$ cat src/rtl/uart_word_assembler.sv
// -----------------------------------------------------------------------------
// uart_word_assembler
//
// Packs consecutive bytes from a UART receiver into little-endian words of
// WORD_BYTES bytes and queues complete words in a FIFO_DEPTH-entry FIFO.
// The consumer (neural-net loader) drains words over a valid/ready handshake.
//
// Optional feature macro: UART_WORD_TIMEOUT_EN
//   defined   : a partial word is dropped after TIMEOUT_CYCLES clk cycles
//               with no new byte.
//   undefined : a partial word waits indefinitely for its remaining bytes.
//
// Ports:
//   clk          in   system clock
//   rst          in   asynchronous, active-high reset
//   rx_code      in   [7:0] received byte
//   rx_ready     in   receiver done strobe; a byte is taken on its rising edge
//   out_word     out  [8*WORD_BYTES-1:0] head-of-FIFO word (registered)
//   out_valid    out  FIFO non-empty (registered)
//   out_ready    in   consumer accepts out_word when out_valid && out_ready
//   level        out  [$clog2(FIFO_DEPTH):0] number of words held
//   overflow     out  sticky flag: a complete word was dropped (FIFO full)
//   clr_overflow in   synchronous clear of overflow (a new drop wins)
// -----------------------------------------------------------------------------
module uart_word_assembler #(
   parameter int WORD_BYTES     = 2,
   parameter int FIFO_DEPTH     = 4,
   parameter int TIMEOUT_CYCLES = 100000
) (
   input  logic                            clk,
   input  logic                            rst,
   input  logic [7:0]                      rx_code,
   input  logic                            rx_ready,
   output logic [8*WORD_BYTES-1:0]         out_word,
   output logic                            out_valid,
   input  logic                            out_ready,
   output logic [$clog2(FIFO_DEPTH):0]     level,
   output logic                            overflow,
   input  logic                            clr_overflow
);

   localparam int WW = 8 * WORD_BYTES;
   localparam int AW = $clog2(FIFO_DEPTH);
   localparam int CW = (WORD_BYTES > 1) ? $clog2(WORD_BYTES) : 1;

   localparam logic [CW-1:0] LAST_IDX = CW'(WORD_BYTES - 1);
   localparam logic [AW:0]   DEPTH_L  = (AW + 1)'(FIFO_DEPTH);

   // Reject illegal configurations at elaboration time.
   if ((WORD_BYTES < 1) || (WORD_BYTES > 4) || (FIFO_DEPTH < 2) ||
       ((FIFO_DEPTH & (FIFO_DEPTH - 1)) != 0) || (TIMEOUT_CYCLES < 1)) begin : g_bad_param
      $error("uart_word_assembler: illegal parameter combination");
   end

   typedef enum logic [0:0] {
      ST_IDLE    = 1'b0,
      ST_COLLECT = 1'b1
   } state_t;

   // Byte capture / assembly
   logic              prev_ready_r;
   logic              accept_s;
   state_t            state_r;
   state_t            state_nxt_s;
   logic [CW-1:0]     byte_cnt_r;
   logic [CW-1:0]     byte_cnt_nxt_s;
   logic [WW-1:0]     partial_r;
   logic [WW-1:0]     partial_nxt_s;
   logic [WW-1:0]     byte_ext_s;
   logic [WW-1:0]     byte_shift_s;
   logic              push_req_s;
   logic [WW-1:0]     push_word_s;
   logic              expire_s;

   // FIFO
   logic [WW-1:0]     mem_r [FIFO_DEPTH];
   logic [AW-1:0]     wr_ptr_r;
   logic [AW-1:0]     rd_ptr_r;
   logic [AW-1:0]     rd_ptr_nxt_s;
   logic [AW:0]       level_r;
   logic [AW:0]       level_nxt_s;
   logic [AW:0]       remain_s;
   logic              pop_s;
   logic              push_ok_s;
   logic              drop_s;
   logic [WW-1:0]     out_word_r;
   logic [WW-1:0]     head_nxt_s;
   logic              out_valid_r;
   logic              overflow_r;

   // A byte is taken only on a rising edge of rx_ready.
   assign accept_s = rx_ready & ~prev_ready_r;

   // Previous rx_ready; resets high so a strobe already high at reset release is ignored.
   always_ff @(posedge clk or posedge rst) begin
      if (rst) begin
         prev_ready_r <= 1'b1;
      end else begin
         prev_ready_r <= rx_ready;
      end
   end

`ifdef UART_WORD_TIMEOUT_EN
   localparam int TMO_W = $clog2(TIMEOUT_CYCLES + 1);
   localparam logic [TMO_W-1:0] TMO_MAX = TMO_W'(TIMEOUT_CYCLES);

   logic [TMO_W-1:0] tmo_cnt_r;

   assign expire_s = (state_r == ST_COLLECT) && (tmo_cnt_r == TMO_MAX);

   // Inactivity counter: runs only while a partial word is held.
   always_ff @(posedge clk or posedge rst) begin
      if (rst) begin
         tmo_cnt_r <= {TMO_W{1'b0}};
      end else if ((state_r == ST_IDLE) || accept_s || expire_s) begin
         tmo_cnt_r <= {TMO_W{1'b0}};
      end else begin
         tmo_cnt_r <= tmo_cnt_r + TMO_W'(1);
      end
   end
`else
   assign expire_s = 1'b0;
`endif

   // Assembly FSM next-state: builds the partial word and requests pushes.
   always_comb begin
      state_nxt_s    = state_r;
      byte_cnt_nxt_s = byte_cnt_r;
      partial_nxt_s  = partial_r;
      push_req_s     = 1'b0;
      push_word_s    = {WW{1'b0}};
      byte_ext_s     = WW'(rx_code);
      byte_shift_s   = byte_ext_s << {byte_cnt_r, 3'b000};

      case (state_r)
         ST_IDLE: begin
            if (accept_s) begin
               if (WORD_BYTES == 1) begin
                  push_req_s  = 1'b1;
                  push_word_s = byte_ext_s;
               end else begin
                  state_nxt_s    = ST_COLLECT;
                  byte_cnt_nxt_s = CW'(1);
                  partial_nxt_s  = byte_ext_s;
               end
            end else begin
               state_nxt_s = ST_IDLE;
            end
         end
         ST_COLLECT: begin
            if (accept_s && expire_s) begin
               // Stale partial word is dropped; this byte starts a new word.
               state_nxt_s    = ST_COLLECT;
               byte_cnt_nxt_s = CW'(1);
               partial_nxt_s  = byte_ext_s;
            end else if (expire_s) begin
               state_nxt_s    = ST_IDLE;
               byte_cnt_nxt_s = {CW{1'b0}};
               partial_nxt_s  = {WW{1'b0}};
            end else if (accept_s) begin
               if (byte_cnt_r == LAST_IDX) begin
                  // Last byte: push regardless of FIFO space so alignment holds.
                  push_req_s     = 1'b1;
                  push_word_s    = partial_r | byte_shift_s;
                  state_nxt_s    = ST_IDLE;
                  byte_cnt_nxt_s = {CW{1'b0}};
                  partial_nxt_s  = {WW{1'b0}};
               end else begin
                  partial_nxt_s  = partial_r | byte_shift_s;
                  byte_cnt_nxt_s = byte_cnt_r + CW'(1);
               end
            end else begin
               state_nxt_s = ST_COLLECT;
            end
         end
         default: begin
            state_nxt_s    = ST_IDLE;
            byte_cnt_nxt_s = {CW{1'b0}};
            partial_nxt_s  = {WW{1'b0}};
         end
      endcase
   end

   // Assembly FSM state, byte counter and partial word registers.
   always_ff @(posedge clk or posedge rst) begin
      if (rst) begin
         state_r    <= ST_IDLE;
         byte_cnt_r <= {CW{1'b0}};
         partial_r  <= {WW{1'b0}};
      end else begin
         state_r    <= state_nxt_s;
         byte_cnt_r <= byte_cnt_nxt_s;
         partial_r  <= partial_nxt_s;
      end
   end

   // FIFO control: push/pop arbitration and the next registered head word.
   always_comb begin
      pop_s        = out_valid_r & out_ready;
      push_ok_s    = push_req_s & ((level_r != DEPTH_L) | pop_s);
      drop_s       = push_req_s & ~push_ok_s;
      rd_ptr_nxt_s = pop_s ? (rd_ptr_r + AW'(1)) : rd_ptr_r;
      remain_s     = pop_s ? (level_r - (AW + 1)'(1)) : level_r;

      case ({push_ok_s, pop_s})
         2'b10:   level_nxt_s = level_r + (AW + 1)'(1);
         2'b01:   level_nxt_s = level_r - (AW + 1)'(1);
         default: level_nxt_s = level_r;
      endcase

      // When full, the write slot equals the popped slot, never rd_ptr_nxt_s,
      // so reading the current array for the surviving head is safe.
      if (remain_s != {(AW + 1){1'b0}}) begin
         head_nxt_s = mem_r[rd_ptr_nxt_s];
      end else if (push_ok_s) begin
         head_nxt_s = push_word_s;
      end else begin
         head_nxt_s = out_word_r;
      end
   end

   // FIFO storage.
   always_ff @(posedge clk or posedge rst) begin
      if (rst) begin
         for (int i = 0; i < FIFO_DEPTH; i++) begin
            mem_r[i] <= {WW{1'b0}};
         end
      end else if (push_ok_s) begin
         mem_r[wr_ptr_r] <= push_word_s;
      end else begin
         mem_r[wr_ptr_r] <= mem_r[wr_ptr_r];
      end
   end

   // FIFO pointers, level and registered head outputs.
   always_ff @(posedge clk or posedge rst) begin
      if (rst) begin
         wr_ptr_r    <= {AW{1'b0}};
         rd_ptr_r    <= {AW{1'b0}};
         level_r     <= {(AW + 1){1'b0}};
         out_word_r  <= {WW{1'b0}};
         out_valid_r <= 1'b0;
      end else begin
         wr_ptr_r    <= push_ok_s ? (wr_ptr_r + AW'(1)) : wr_ptr_r;
         rd_ptr_r    <= rd_ptr_nxt_s;
         level_r     <= level_nxt_s;
         out_word_r  <= head_nxt_s;
         out_valid_r <= (level_nxt_s != {(AW + 1){1'b0}});
      end
   end

   // Sticky overflow flag; a new drop takes priority over the clear.
   always_ff @(posedge clk or posedge rst) begin
      if (rst) begin
         overflow_r <= 1'b0;
      end else if (drop_s) begin
         overflow_r <= 1'b1;
      end else if (clr_overflow) begin
         overflow_r <= 1'b0;
      end else begin
         overflow_r <= overflow_r;
      end
   end

   assign out_word  = out_word_r;
   assign out_valid = out_valid_r;
   assign level     = level_r;
   assign overflow  = overflow_r;

endmodule

$ cat config.mk
export PLATFORM = sky130hd
export DESIGN_NAME = uart_word_assembler
export DESIGN_NICKNAME = d
export VERILOG_FILES = /design/src/rtl/uart_word_assembler.sv
export SDC_FILE = /design/constraint.sdc
export NUM_CORES = 1
export LEC_CHECK = 0
export ABC_CLOCK_PERIOD_IN_PS = 10100
export CAP_MARGIN = 25
export CELL_PAD_IN_SITES_DETAIL_PLACEMENT = 1
export CELL_PAD_IN_SITES_GLOBAL_PLACEMENT = 1
export CORE_MARGIN = 4
export CORE_UTILIZATION = 51
export CTS_CLUSTER_DIAMETER = 80
export DETAILED_ROUTE_END_ITERATION = 8
export HOLD_SLACK_MARGIN = 0.1
export PLACE_DENSITY_LB_ADDON = 0.1
export SLEW_MARGIN = 20
export SYNTH_ARGS = -nofsm -noshare
export SYNTH_HDL_FRONTEND = slang
export SYNTH_SLANG_ARGS = --single-unit
export TNS_END_PERCENT = 20
$ cat constraint.sdc
create_clock -name clk -period 10.1 [get_ports clk]
set_input_delay 2.02 -clock clk [delete_from_list [all_inputs] [get_ports clk]]
set_output_delay 2.02 -clock clk [all_outputs]
set_load 0.05 [all_outputs]
**Word level (Yosys, flattened, before mapping)**

Cells that the tools add are included.

- Output and inout bits: 21
- Register bits: 108
- Word-level logic and storage cells: 81
- Bits of input ports: 13

- $lt $le $gt $ge: 3
- Equality and inequality tests: 5
- Bitwise gates (word level): 11
- Muxes and demuxes: 36
- Reduce and logical (&&, ||, !) cells: 6
- Shift-type cells: 1
- Add/subtract/negate cells: 5

Operator list:

| operator | number |
|---|---|
| $mux W16 | 13 |
| $bwmux W64 | 2 |
| $bmux W16 S2 | 2 |
| $mux W64 | 1 |
| $demux W16 S2 | 1 |
| $pmux W16 S2 | 1 |
| $or A16 B16 Y16 | 1 |
| $shl A8 B4 Y16 | 1 |
| $mux W1 | 11 |
| $ge A3 B3 Y1 const B | 2 |
| $not A2 Y3 | 2 |
| $pmux W3 S2 | 1 |
| $reduce_bool A3 Y1 | 2 |
| $add A2 B1 Y2 const B | 2 |
| $and A1 B1 Y1 | 4 |
| $ne A2 B2 Y1 const B | 2 |
| $pmux W1 S2 | 2 |
| $reduce_bool A2 Y1 | 2 |
| $add A3 B1 Y3 const B | 1 |
| $lt A3 B1 Y1 const B | 1 |
| $mux W3 | 1 |
| $ne A3 B3 Y1 const B | 1 |
| $not A1 Y1 | 3 |
| $sub A3 B1 Y3 const B | 1 |
| 7 further kinds | 7 |

**Logic depth before layout (Yosys ltp)**

Gate-level depths: netlist of run 1.

- Word-level depth: 8
- Depth in mapped cells: 8
- Gate-level depth less buffers: 7

**Worst setup path after synthesis of run 1**

No wires, ideal clock.

- Kind: in2reg
- Start: input port out_ready
- End: register out_word_r[0], in the netlist out_word[0]
- Arrival: 3.190 ns
- Required time: 9.966 ns
- Stages on the path: 7
- Path slack: 6.776 ns
- Path buffers: 2
- Library setup time: 0.134 ns
- Cells stage by stage: buf_4 and2_4 o32a_1 o22a_1 buf_2 a211oi_1 a31oi_1

- Cells in the longest elaborated chain, start to end: 7
- Elaborated cells between the ends (all ways): 12
- Those cells by class: 6 x mux; 4 x bitwise; 2 x reduce/logical

Ends and longest elaborated chain:

| element | RTL line | RTL |
|---|---|---|
| start: declaration | 36 | `input logic out_ready,` |
| $and A1 B1 Y1 * | 199 | `pop_s = out_valid_r & out_ready;` |
| $mux W2 | 202 | `rd_ptr_nxt_s = pop_s ? (rd_ptr_r + AW'(1)) : rd_ptr_r;` |
| $not A2 Y3 (implied by the code) | 214 | `head_nxt_s = mem_r[rd_ptr_nxt_s];` |
| $bmux W16 S2 | 214 |  |
| $mux W16 (implied by the code) (2 in a row) | 214 |  |
| $mux W16 | 213 | `if (remain_s != {(AW + 1){1'b0}}) begin` |
| end signal: assignment | 241 | `out_word_r <= {WW{1'b0}};` |
| end signal: assignment | 247 | `out_word_r <= head_nxt_s;` |
| end: declaration | 86 | `logic [WW-1:0] out_word_r;` |

Every way passes the cells marked *; elsewhere a longest branch is shown, timed or not. The select of a mux whose other input is x is not followed.
A chain may end at the register's enable or synchronous reset.

**Final worst setup path of run 1**

- Start: input port out_ready
- End: register mem_r[25] in the netlist's numbering

- Cells in the longest elaborated chain, start to end: 4

Ends and longest elaborated chain:

| element | RTL line | RTL |
|---|---|---|
| $and A1 B1 Y1 | 199 |  |
| $or A1 B1 Y1 | 200 | `push_ok_s = push_req_s & ((level_r != DEPTH_L) \| pop_s);` |
| $and A1 B1 Y1 | 200 |  |
| $mux W64 | 228 | `end else if (push_ok_s) begin` |
| end signal: indexed assignment | 226 | `mem_r[i] <= {WW{1'b0}};` |
| end signal: indexed assignment | 229 | `mem_r[wr_ptr_r] <= push_word_s;` |
| end signal: indexed assignment | 231 | `mem_r[wr_ptr_r] <= mem_r[wr_ptr_r];` |
| end: declaration | 76 | `logic [WW-1:0] mem_r [FIFO_DEPTH];` |

No other way between the ends.

==> results.ini, run 1 <==
[status]
outcome=completed

[logic_synthesis]
ys_seq_elements=108
yosysSeqAreaShare=0.499
syn_inst=515
syn_area_um2=5420
synth_edf_count=0
yosysWarnings=0
syn_area_per_cell_um2=10.5
async_flop_share=1.00
ys_types=54
syn_nets=535
yosys_most_used_dff=dfrtp_1

[finish]
area_growth_pct=11.7
fillCellCount=1118
antennaDiodeCount=0
fin_nets=555
fin_util=0.586
layout-drive-gt1-share=0.109

[clock_tree]
cts_tree=yes
clockBufferDepth=2
cts_inserted_buffers=9
clk_pin_slew_ns=0.11
cts_root_buf=clkbuf_8
postCtsSetupRepairBufs=0
htreeDepth=3
clock-sinks=108
insertion_delay_ns=0.39
cts.repair.resized=0
ctsHoldBuffers=0

[setup_path]
criticalPathCategory=in2reg
cp-start-kind=input port
cp_max_fo=17
worstPathRequired_ns=10.35
cp-end-kind=flip-flop
arrival_ns=4.21

[grt]
track_usage=0.256
grt_pass1_vias=4629
grt_first_pass_wirelength_um=24900
grt_overflow=0
antenna_found_initial=0
grt_max_degree=75

[drt]
dr_total_vias=4211
drc=0
dr.pass1.iters=4
wl_per_cell_um=22.3
viasPerCell=6.24
ant_nets=0
drt_wl_total_um=15000
drtIter0Drc=305

[pwr]
power_mw=2.09
p_leak_nw=2.50
p_per_area_nw_per_um2=345
ir_drop_mv=0.183

[sta]
rsz0062_at_grt=false
finalHoldViolCount=0
slew_viol_final=0
setup_viol=0
finClkSkew_ns=0.0137
setup_tns_ns=0
fin_crit_sh=0.392
max_freq_mhz=252
hold_ws_ns=0.505
period_needed_ns=3.96
maxSlewHeadroom=0.318
worst_slew_pin_slew_ns=1.02

[floorplanning]
die_area_um2=12300
rows=37
start_util=0.525
ios=34
core_um2=10300
die_height_um=111
fp.dieW_um=111

[job]
maxCapViolations=0

[placement]
hpwl_um=9840
io_buffers=33
globalplace.congestion=0.781

[worst_hold_path]
min-delay-path-class=reg2reg

==> synthesized netlist by cell type, types with 9 or more instances <==
| cell | count | share of area |
|---|---|---|
| clkbuf_1 | 14 | 0.0097 |
| nand3_1 | 9 | 0.0083 |
| nor2_1 | 60 | 0.042 |
| and2_1 | 12 | 0.014 |
| dfrtp_1 | 107 | 0.49 |
| nand2_1 | 35 | 0.024 |
| a22o_1 | 14 | 0.023 |
| o21ai_0 | 22 | 0.020 |
| inv_1 | 17 | 0.012 |
| mux2i_1 | 27 | 0.050 |
| a21oi_1 | 73 | 0.067 |
| buf_2 | 12 | 0.011 |
| mux4_2 | 17 | 0.071 |
==> final timing paths <==
kind	start	end	slack (ns)	cells after the start
worst max-delay path	out_ready	mem_r[25]	6.14	6
worst min-delay path	partial_r[10]	partial_r[10]	0.51	1
worst max register to register	wr_ptr_r[1]	mem_r[12]	7.62	4
worst min register to register	partial_r[10]	partial_r[10]	0.51	1
max in group asynchronous	rst	prev_ready_r	7.04	4
min in group asynchronous	rst	mem_r[53]	1.99	2
==> registers in the layout (all words and copies together) (netlist names) <==
signal / cells
rd_ptr_r: 2
out_word: 16
overflow: 1
level: 3
byte_cnt_r: 1
state_r: 1
out_valid: 1
partial_r: 16
wr_ptr_r: 2
prev_ready_r: 1
mem_r: 64
==> placed cells by master, fill, tap and decap left out, types with 2 or more instances in the layout <==
| master | instances |
|---|---|
| nor2_1 | 60 |
| nand2_1 | 35 |
| a21oi_1 | 73 |
| nor4b_1 | 3 |
| dfrtp_1 | 107 |
| mux2i_1 | 27 |
| clkdlybuf4s50_1 | 33 |
| nand3_1 | 9 |
| o211ai_1 | 3 |
| clkbuf_8 | 11 |
| inv_1 | 16 |
| or3_1 | 3 |
| and2_1 | 12 |
| a221oi_1 | 5 |
| o22ai_1 | 6 |
| a22o_1 | 14 |
| o21a_1 | 2 |
| nor2b_1 | 2 |
| xnor2_1 | 3 |
| o21ai_1 | 7 |
| buf_16 | 2 |
| mux4_2 | 17 |
| clkinv_4 | 2 |
| buf_4 | 9 |
| o21ai_0 | 22 |
| a31oi_1 | 2 |
| nand2b_1 | 2 |
| nand4_1 | 2 |
| a211oi_1 | 4 |
| mux2_2 | 5 |
| o221ai_1 | 8 |
| and3_1 | 2 |
| ha_1 | 7 |
| a311oi_1 | 2 |
==> through the flow <==
stage | instances | setup slack (ns) | area [um^2]
after floorplan | 515 | 5.24 | 5420
after global placement | 656 | 5.43 | 5800
after detailed placement | 656 | 5.36 | 5800
after CTS | 671 | 5.80 | 5980
after global routing | 675 | 6.01 | 6050
final | 675 | 6.14 | 6050
==> power breakdown <==
group          switching, mW  internal [mW]
clock                  0.155          0.104
sequential             0.161          0.585
combinational          0.658          0.427
total                  0.974           1.12
==> metal layers <==
layer | share of wire | up-vias | track usage
met5 | 0 | - | 0
met4 | 0.025 | 0 | 0.105
met1 | 0.44 | 2183 | 0.344
li1 | - | 1903 | -
met3 | 0.051 | 24 | 0.0431
met2 | 0.48 | 101 | 0.413
==> logic make-up after synthesis <==
kind of cell	Yosys count	synth area share
AO/OA/AOI/OAI	161	0.185
flip-flops	108	0.499
adder cells (fa/ha/maj)	7	0.0162
AND/OR/NAND/NOR	134	0.115
buffers and inverters	52	0.0466
multiplexers	49	0.131
XOR/XNOR	4	0.00785
==> critical path: stages <==
cell and delay [ns]:
clkdlybuf4s50_1 0.70, nand2_4 0.23, a31o_1 0.44, or3_1 0.47
o21ai_1 0.22, mux2i_1 0.13
==> area by class of cell <==
cell class              instances  area, um^2  area share
well taps                     136         170      0.0281
inverters                      17        66.3      0.0110
clock inverters                 4        33.8     0.00558
clock buffers                  11         151      0.0250
multi-input cells             355        2470       0.409
repair buffers                 44         453      0.0748
flip-flops and latches        108        2700       0.447
No activity file was read; power rests on OpenSTA's default activity.
==> run 2: changes to the inputs <==
--- a/config.mk
+++ b/config.mk
@@ -5,12 +5,12 @@
 export SDC_FILE = /design/constraint.sdc
 export NUM_CORES = 1
 export LEC_CHECK = 0
-export ABC_CLOCK_PERIOD_IN_PS = 10100
+export ABC_CLOCK_PERIOD_IN_PS = 4000
 export CAP_MARGIN = 25
 export CELL_PAD_IN_SITES_DETAIL_PLACEMENT = 1
 export CELL_PAD_IN_SITES_GLOBAL_PLACEMENT = 1
 export CORE_MARGIN = 4
-export CORE_UTILIZATION = 51
+export CORE_UTILIZATION = 47
 export CTS_CLUSTER_DIAMETER = 80
 export DETAILED_ROUTE_END_ITERATION = 8
 export HOLD_SLACK_MARGIN = 0.1
==> constraint.sdc (replaced) <==
create_clock -name clk -period 4 [get_ports clk]
set_input_delay 0.8 -clock clk [delete_from_list [all_inputs] [get_ports clk]]
set_output_delay 0.8 -clock clk [all_outputs]
set_load 0.05 [all_outputs]
==> run 2 against run 1 <==
Against the previous run: utilization is 3.3 points lower; setup slack got worse by 4.9 ns; global-route usage shrank 0.54 points; via count down 0.62%; worst hold slack worse by 0.013 ns; cell count is 0.59% higher; largest power group unchanged; die area grew 7.9%; critical path type unchanged; largest cell class unchanged.
==> results.ini, run 2 (synthesis results as in run 1) <==
[floorplanning]
ios=34  ; unchanged
die_height_um=115  ; was 111 um
start_util=0.489  ; was 0.525
rows=38  ; was 37
die_area_um2=13300  ; was 12300 um^2
fp.dieW_um=115  ; was 111 um
core_um2=11100  ; was 10300 um^2

[worst_hold_path]
min-delay-path-class=reg2reg  ; unchanged

[finish]
antennaDiodeCount=0  ; unchanged
largest_reg_flops=64  ; unchanged
regArea_um2=2700  ; unchanged
final_cell_mix=107 x dfrtp_1, 73 x a21oi_1, 60 x nor2_1, 35 x nand2_1, 33 x clkdlybuf4s50_1  ; unchanged
area_growth_pct=13.1  ; was 11.7%
fillCellCount=1222  ; was 1118
design_area_um2=6130  ; was 6050 um^2
fin_nets=556  ; was 555
layout-drive-gt1-share=0.104  ; was 0.109
largest_register=mem_r  ; unchanged
layout_commonest_cell=dfrtp_1  ; unchanged
stdcell_count=679  ; was 675
multi_input_area_um2=2480  ; was 2470 um^2

[pwr]
p_per_area_nw_per_um2=899  ; was 345 nW/um^2
ir_drop_mv=0.458  ; was 0.183 mV
p_leak_nw=2.53  ; was 2.50 nW

[drt]
drt_wl_total_um=15300  ; was 15000 um
viasPerCell=6.16  ; was 6.24
drc=0  ; unchanged
dr_total_vias=4185  ; was 4211
wl_per_cell_um=22.6  ; was 22.3 um
dr.pass1.iters=5  ; was 4
drtIter0Drc=301  ; was 305
ant_nets=0  ; unchanged

[clock_tree]
ctsHoldBuffers=0  ; unchanged
cts_inserted_buffers=9  ; unchanged
insertion_delay_ns=0.36  ; was 0.39 ns
clock-sinks=108  ; unchanged
cts.repair.resized=0  ; unchanged
htreeDepth=3  ; unchanged
cts_root_buf=clkbuf_16  ; was clkbuf_8
cts_tree=yes  ; unchanged
postCtsSetupRepairBufs=0  ; unchanged
clk_pin_slew_ns=0.07  ; was 0.11 ns
clockBufferDepth=2  ; unchanged

[grt]
grt_first_pass_wirelength_um=25500  ; was 24900 um
antenna_found_initial=0  ; unchanged
grt_overflow=0  ; unchanged
track_usage=0.250  ; was 0.256
grt_pass1_vias=4537  ; was 4629
grt_max_degree=56  ; was 75

[sta]
slew_viol_final=0  ; unchanged
fin_crit_sh=0.687
maxSlewHeadroom=0.509  ; was 0.318
finalHoldViolCount=0  ; unchanged
setup_viol=0  ; unchanged
max_freq_mhz=364
worst_slew_pin_slew_ns=0.736  ; was 1.02 ns
period_needed_ns=2.75
timing.final.ws_setup_ns=1.25  ; was 6.14 ns
rsz0062_at_grt=false  ; unchanged
finClkSkew_ns=0.00775  ; was 0.0137 ns
setup_tns_ns=0  ; unchanged

[placement]
dpl_cell_area_um2=5850  ; was 5800 um^2
io_buffers=33  ; unchanged
hpwl_um=10400  ; was 9840 um
globalplace.congestion=0.828  ; was 0.781
place_inst=665  ; was 656
post-place-ws_ns=0.919  ; was 5.36 ns

[setup_path]
critical-path-slowest-cell=clkdlybuf4s50_1  ; unchanged
rrSetupSlack_ns=1.62  ; was 7.62 ns
cp_max_fo=28  ; was 17
criticalPathCategory=in2reg  ; unchanged
worstPathCellList=clkdlybuf4s50_1 -> nand2_4 -> a31oi_4 -> buf_12 -> nand2_1 -> o21ai_1 -> a21oi_1  ; was clkdlybuf4s50_1 -> nand2_4 -> a31o_1 -> or3_1 -> o21ai_1 -> mux2i_1
cp-start-kind=input port  ; unchanged
worstPathRequired_ns=4.22  ; was 10.35 ns
cpPeakStageDelay_ns=0.71  ; was 0.70 ns
arrival_ns=2.96  ; was 4.21 ns
cp-end-kind=flip-flop  ; unchanged

[status]
outcome=completed  ; unchanged

[job]
maxCapViolations=0  ; unchanged

[run 2: cell types whose count changed in the layout (fill, tap and decap cells not counted), moves of 2 or more]
cell,delta
buf_4,+2
clkbuf_1,+3
clkinv_4,-2
clkbuf_16,+9
buf_16,-2
clkbuf_8,-11
[run 2: through the flow]
stage	total power [mW]	util	hold slack, ns
finish	5.51	0.553	0.492
detailed placement	4.63	0.528	0.477
global route	5.89	0.553	0.520
CTS	5.52	0.553	0.493
global placement	4.52	0.528	0.470
floorplan	3.81	-	0.447
[run 2: routing by layer]
layer / up-vias / track usage / part of all wire
li1: 1905 / - / -
met1: 2165 / 0.348 / 0.46
met2: 97 / 0.401 / 0.48
met3: 18 / 0.0579 / 0.047
met4: 0 / 0.0595 / 0.012
met5: - / 0 / 0
[run 2: cell type report]
type,instances,share of cell area
flip-flops and latches,108,0.441
multi-input cells,355,0.404
repair buffers,45,0.0706
clock buffers,12,0.0386
well taps,140,0.0286
inverters,17,0.0108
clock inverters,2,0.00612
[run 2: path summary, 6_finish.rpt]
check,start,to,cells past startpoint
setup / recovery,out_ready,mem_r[35],7
min in group asynchronous,rst,mem_r[30],2
hold reg to reg,partial_r[15],partial_r[15],1
hold / removal,partial_r[15],partial_r[15],1
max in group asynchronous,rst,mem_r[25],3
setup reg to reg,wr_ptr_r[0],mem_r[29],4
[run 2: power by group]
group | leakage [nW] | switching, mW | internal, mW
logic | 1.24 | 1.64 | 1.08
clock network | 0.129 | 0.390 | 0.480
registers | 1.15 | 0.439 | 1.48
[run 2: critical path: cells and delay by family]
kind            cells  cell delay (ns)
buf+inv             2             0.96
compound gates      3             0.84
simple gates        2             0.35
==> run 3: changes to the inputs <==
--- a/config.mk
+++ b/config.mk
@@ -5,12 +5,12 @@
 export SDC_FILE = /design/constraint.sdc
 export NUM_CORES = 1
 export LEC_CHECK = 0
-export ABC_CLOCK_PERIOD_IN_PS = 4000
+export ABC_CLOCK_PERIOD_IN_PS = 2300
 export CAP_MARGIN = 25
 export CELL_PAD_IN_SITES_DETAIL_PLACEMENT = 1
 export CELL_PAD_IN_SITES_GLOBAL_PLACEMENT = 1
 export CORE_MARGIN = 4
-export CORE_UTILIZATION = 47
+export CORE_UTILIZATION = 43
 export CTS_CLUSTER_DIAMETER = 80
 export DETAILED_ROUTE_END_ITERATION = 8
 export HOLD_SLACK_MARGIN = 0.1
==> constraint.sdc (replaced) <==
create_clock -name clk -period 2.3 [get_ports clk]
set_input_delay 0.46 -clock clk [delete_from_list [all_inputs] [get_ports clk]]
set_output_delay 0.46 -clock clk [all_outputs]
set_load 0.05 [all_outputs]
==> run 3 against run 2 <==
Against the previous run: clock skew fell by 0.0012 ns; largest cell class unchanged; wire length up 3.5%; sequential cell count stayed put.
==> results.ini, run 3 (synthesis results as in run 1) <==
[sta]
worst_slew_pin_slew_ns=0.624  ; was 0.736 ns
maxSlewHeadroom=0.580  ; was 0.509
timing.final.ws_setup_ns=0.0989  ; was 1.25 ns
rsz0062_at_grt=false  ; unchanged
setup_viol=0  ; unchanged
finalHoldViolCount=0  ; unchanged
max_freq_mhz=454
slew_viol_final=0  ; unchanged
finClkSkew_ns=0.00651  ; was 0.00775 ns
period_needed_ns=2.20
fin_crit_sh=0.957

[drt]
dr_total_vias=4318  ; was 4185
dr.pass1.iters=4  ; was 5
drt_wl_total_um=15900  ; was 15300 um
ant_nets=0  ; unchanged
wl_per_cell_um=21.5  ; was 22.6 um
drtIter0Drc=267  ; was 301
drc=0  ; unchanged
viasPerCell=5.84  ; was 6.16

[setup_path]
crit_family=buffers and inverters  ; unchanged
cpPeakStageDelay_ns=0.87  ; was 0.71 ns
critical-path-slowest-cell=clkdlybuf4s50_1  ; unchanged
cp-end-kind=primary output  ; was flip-flop
arrival_ns=1.74  ; was 2.96 ns
cp-start-kind=flip-flop  ; was input port
criticalPathCategory=reg2out  ; was in2reg
r2r-start=level[1]  ; was wr_ptr_r[0]
worstPathRequired_ns=1.84  ; was 4.22 ns
rrSetupSlack_ns=0.18  ; was 1.62 ns
worstPathCellList=clkdlybuf4s50_1  ; was clkdlybuf4s50_1 -> nand2_4 -> a31oi_4 -> buf_12 -> nand2_1 -> o21ai_1 -> a21oi_1
cp.buffers_inverters=1  ; was 2
rr_endpoint=out_word[0]  ; was mem_r[29]
cp_max_fo=8  ; was 28
reg2reg_depth=8  ; was 4

[finish]
antennaDiodeCount=0  ; unchanged
largest_register=mem_r  ; unchanged
fin_nets=586  ; was 556
layout-drive-gt1-share=0.154  ; was 0.104
area_growth_pct=19.6  ; was 13.1%
final_cell_mix=107 x dfrtp_1, 73 x a21oi_1, 60 x nor2_1, 35 x nand2_1, 35 x buf_4  ; was 107 x dfrtp_1, 73 x a21oi_1, 60 x nor2_1, 35 x nand2_1, 33 x clkdlybuf4s50_1
largest_reg_flops=64  ; unchanged
layout_commonest_cell=dfrtp_1  ; unchanged

[grt]
grt_overflow=0  ; unchanged
track_usage=0.235  ; was 0.250
grt_pass1_vias=4673  ; was 4537
grt_max_degree=43  ; was 56
grt_first_pass_wirelength_um=26400  ; was 25500 um
antenna_found_initial=0  ; unchanged

[floorplanning]
ios=34  ; unchanged
fp.dieW_um=120  ; was 115 um
rows=40  ; was 38
die_height_um=120  ; was 115 um
start_util=0.446  ; was 0.489
die_area_um2=14500  ; was 13300 um^2
core_um2=12200  ; was 11100 um^2

[placement]
post-place-ws_ns=-0.114  ; was 0.919 ns
globalplace.congestion=0.798  ; was 0.828
io_buffers=33  ; unchanged
hpwl_um=11400  ; was 10400 um

[clock_tree]
cts_root_buf=clkbuf_16  ; unchanged
ctsHoldBuffers=0  ; unchanged
postCtsSetupRepairBufs=0  ; unchanged
clockBufferDepth=2  ; unchanged
cts.repair.resized=0  ; unchanged
insertion_delay_ns=0.36  ; about the same
cts_inserted_buffers=9  ; unchanged
clock-sinks=108  ; unchanged
cts_tree=yes  ; unchanged
htreeDepth=3  ; unchanged
clk_pin_slew_ns=0.07  ; about the same

[pwr]
power_mw=9.91  ; was 5.51 mW
p_leak_nw=2.71  ; was 2.53 nW
ir_drop_mv=0.910  ; was 0.458 mV
p_per_area_nw_per_um2=1530  ; was 899 nW/um^2

[job]
maxCapViolations=0  ; unchanged

[worst_hold_path]
min-delay-path-class=in2async  ; was reg2reg

[status]
outcome=completed  ; unchanged

run 3: area by class of cell:
cell class,count,area (um^2)
timing repair buffer,75,736
clock inverter,2,17.5
inverter,17,67.6
sequential,108,2700
clock buffer,14,274
fill,1358,5680
tap,168,210
multi-input combinational,355,2470
run 3: worst max path at each step:
stage | start | endpoint | slack (ns) | cells past startpoint
5_1_grt | level[1] | out_word[0] | 0.01 | 8
3_5_place_dp | out_ready | out_word[11] | -0.11 | 7
3_3_place_gp | out_ready | out_word[10] | -0.09 | 7
4_1_cts | out_valid | out_valid | 0.01 | 1
6_report | level[2] | level[2] | 0.1 | 1
2_1_floorplan | level[0] | out_word[0] | -0.008 | 8
run 3: layer usage:
layer,track usage,vias to the layer above,routed length (um)
li1,-,1972,-
met1,0.315,2228,6980
met2,0.383,97,7780
met3,0.0566,21,796
met4,0.0666,0,293
met5,0,-,0
run 3: power breakdown:
part           leakage (nW)  total, mW  internal (mW)  switching [mW]
combinational          1.41       5.13           2.14            3.00
clock                 0.143       1.55          0.830           0.715
sequential             1.15       3.23           2.57           0.653
run 3: metrics by stage:
step | instance area [um^2] | setup TNS (ns) | hold WS [ns] | utilization | instances
6_report | 6480 | 0 | 0.489 | 0.533 | 739
5_1_grt | 6480 | 0 | 0.502 | 0.533 | 739
3_3_place_gp | 6190 | -0.486 | 0.464 | 0.509 | 723
3_5_place_dp | 6190 | -1.12 | 0.471 | 0.509 | 723
2_1_floorplan | 5420 | -0.0158 | 0.447 | - | 515
4_1_cts | 6480 | 0 | 0.492 | 0.533 | 739
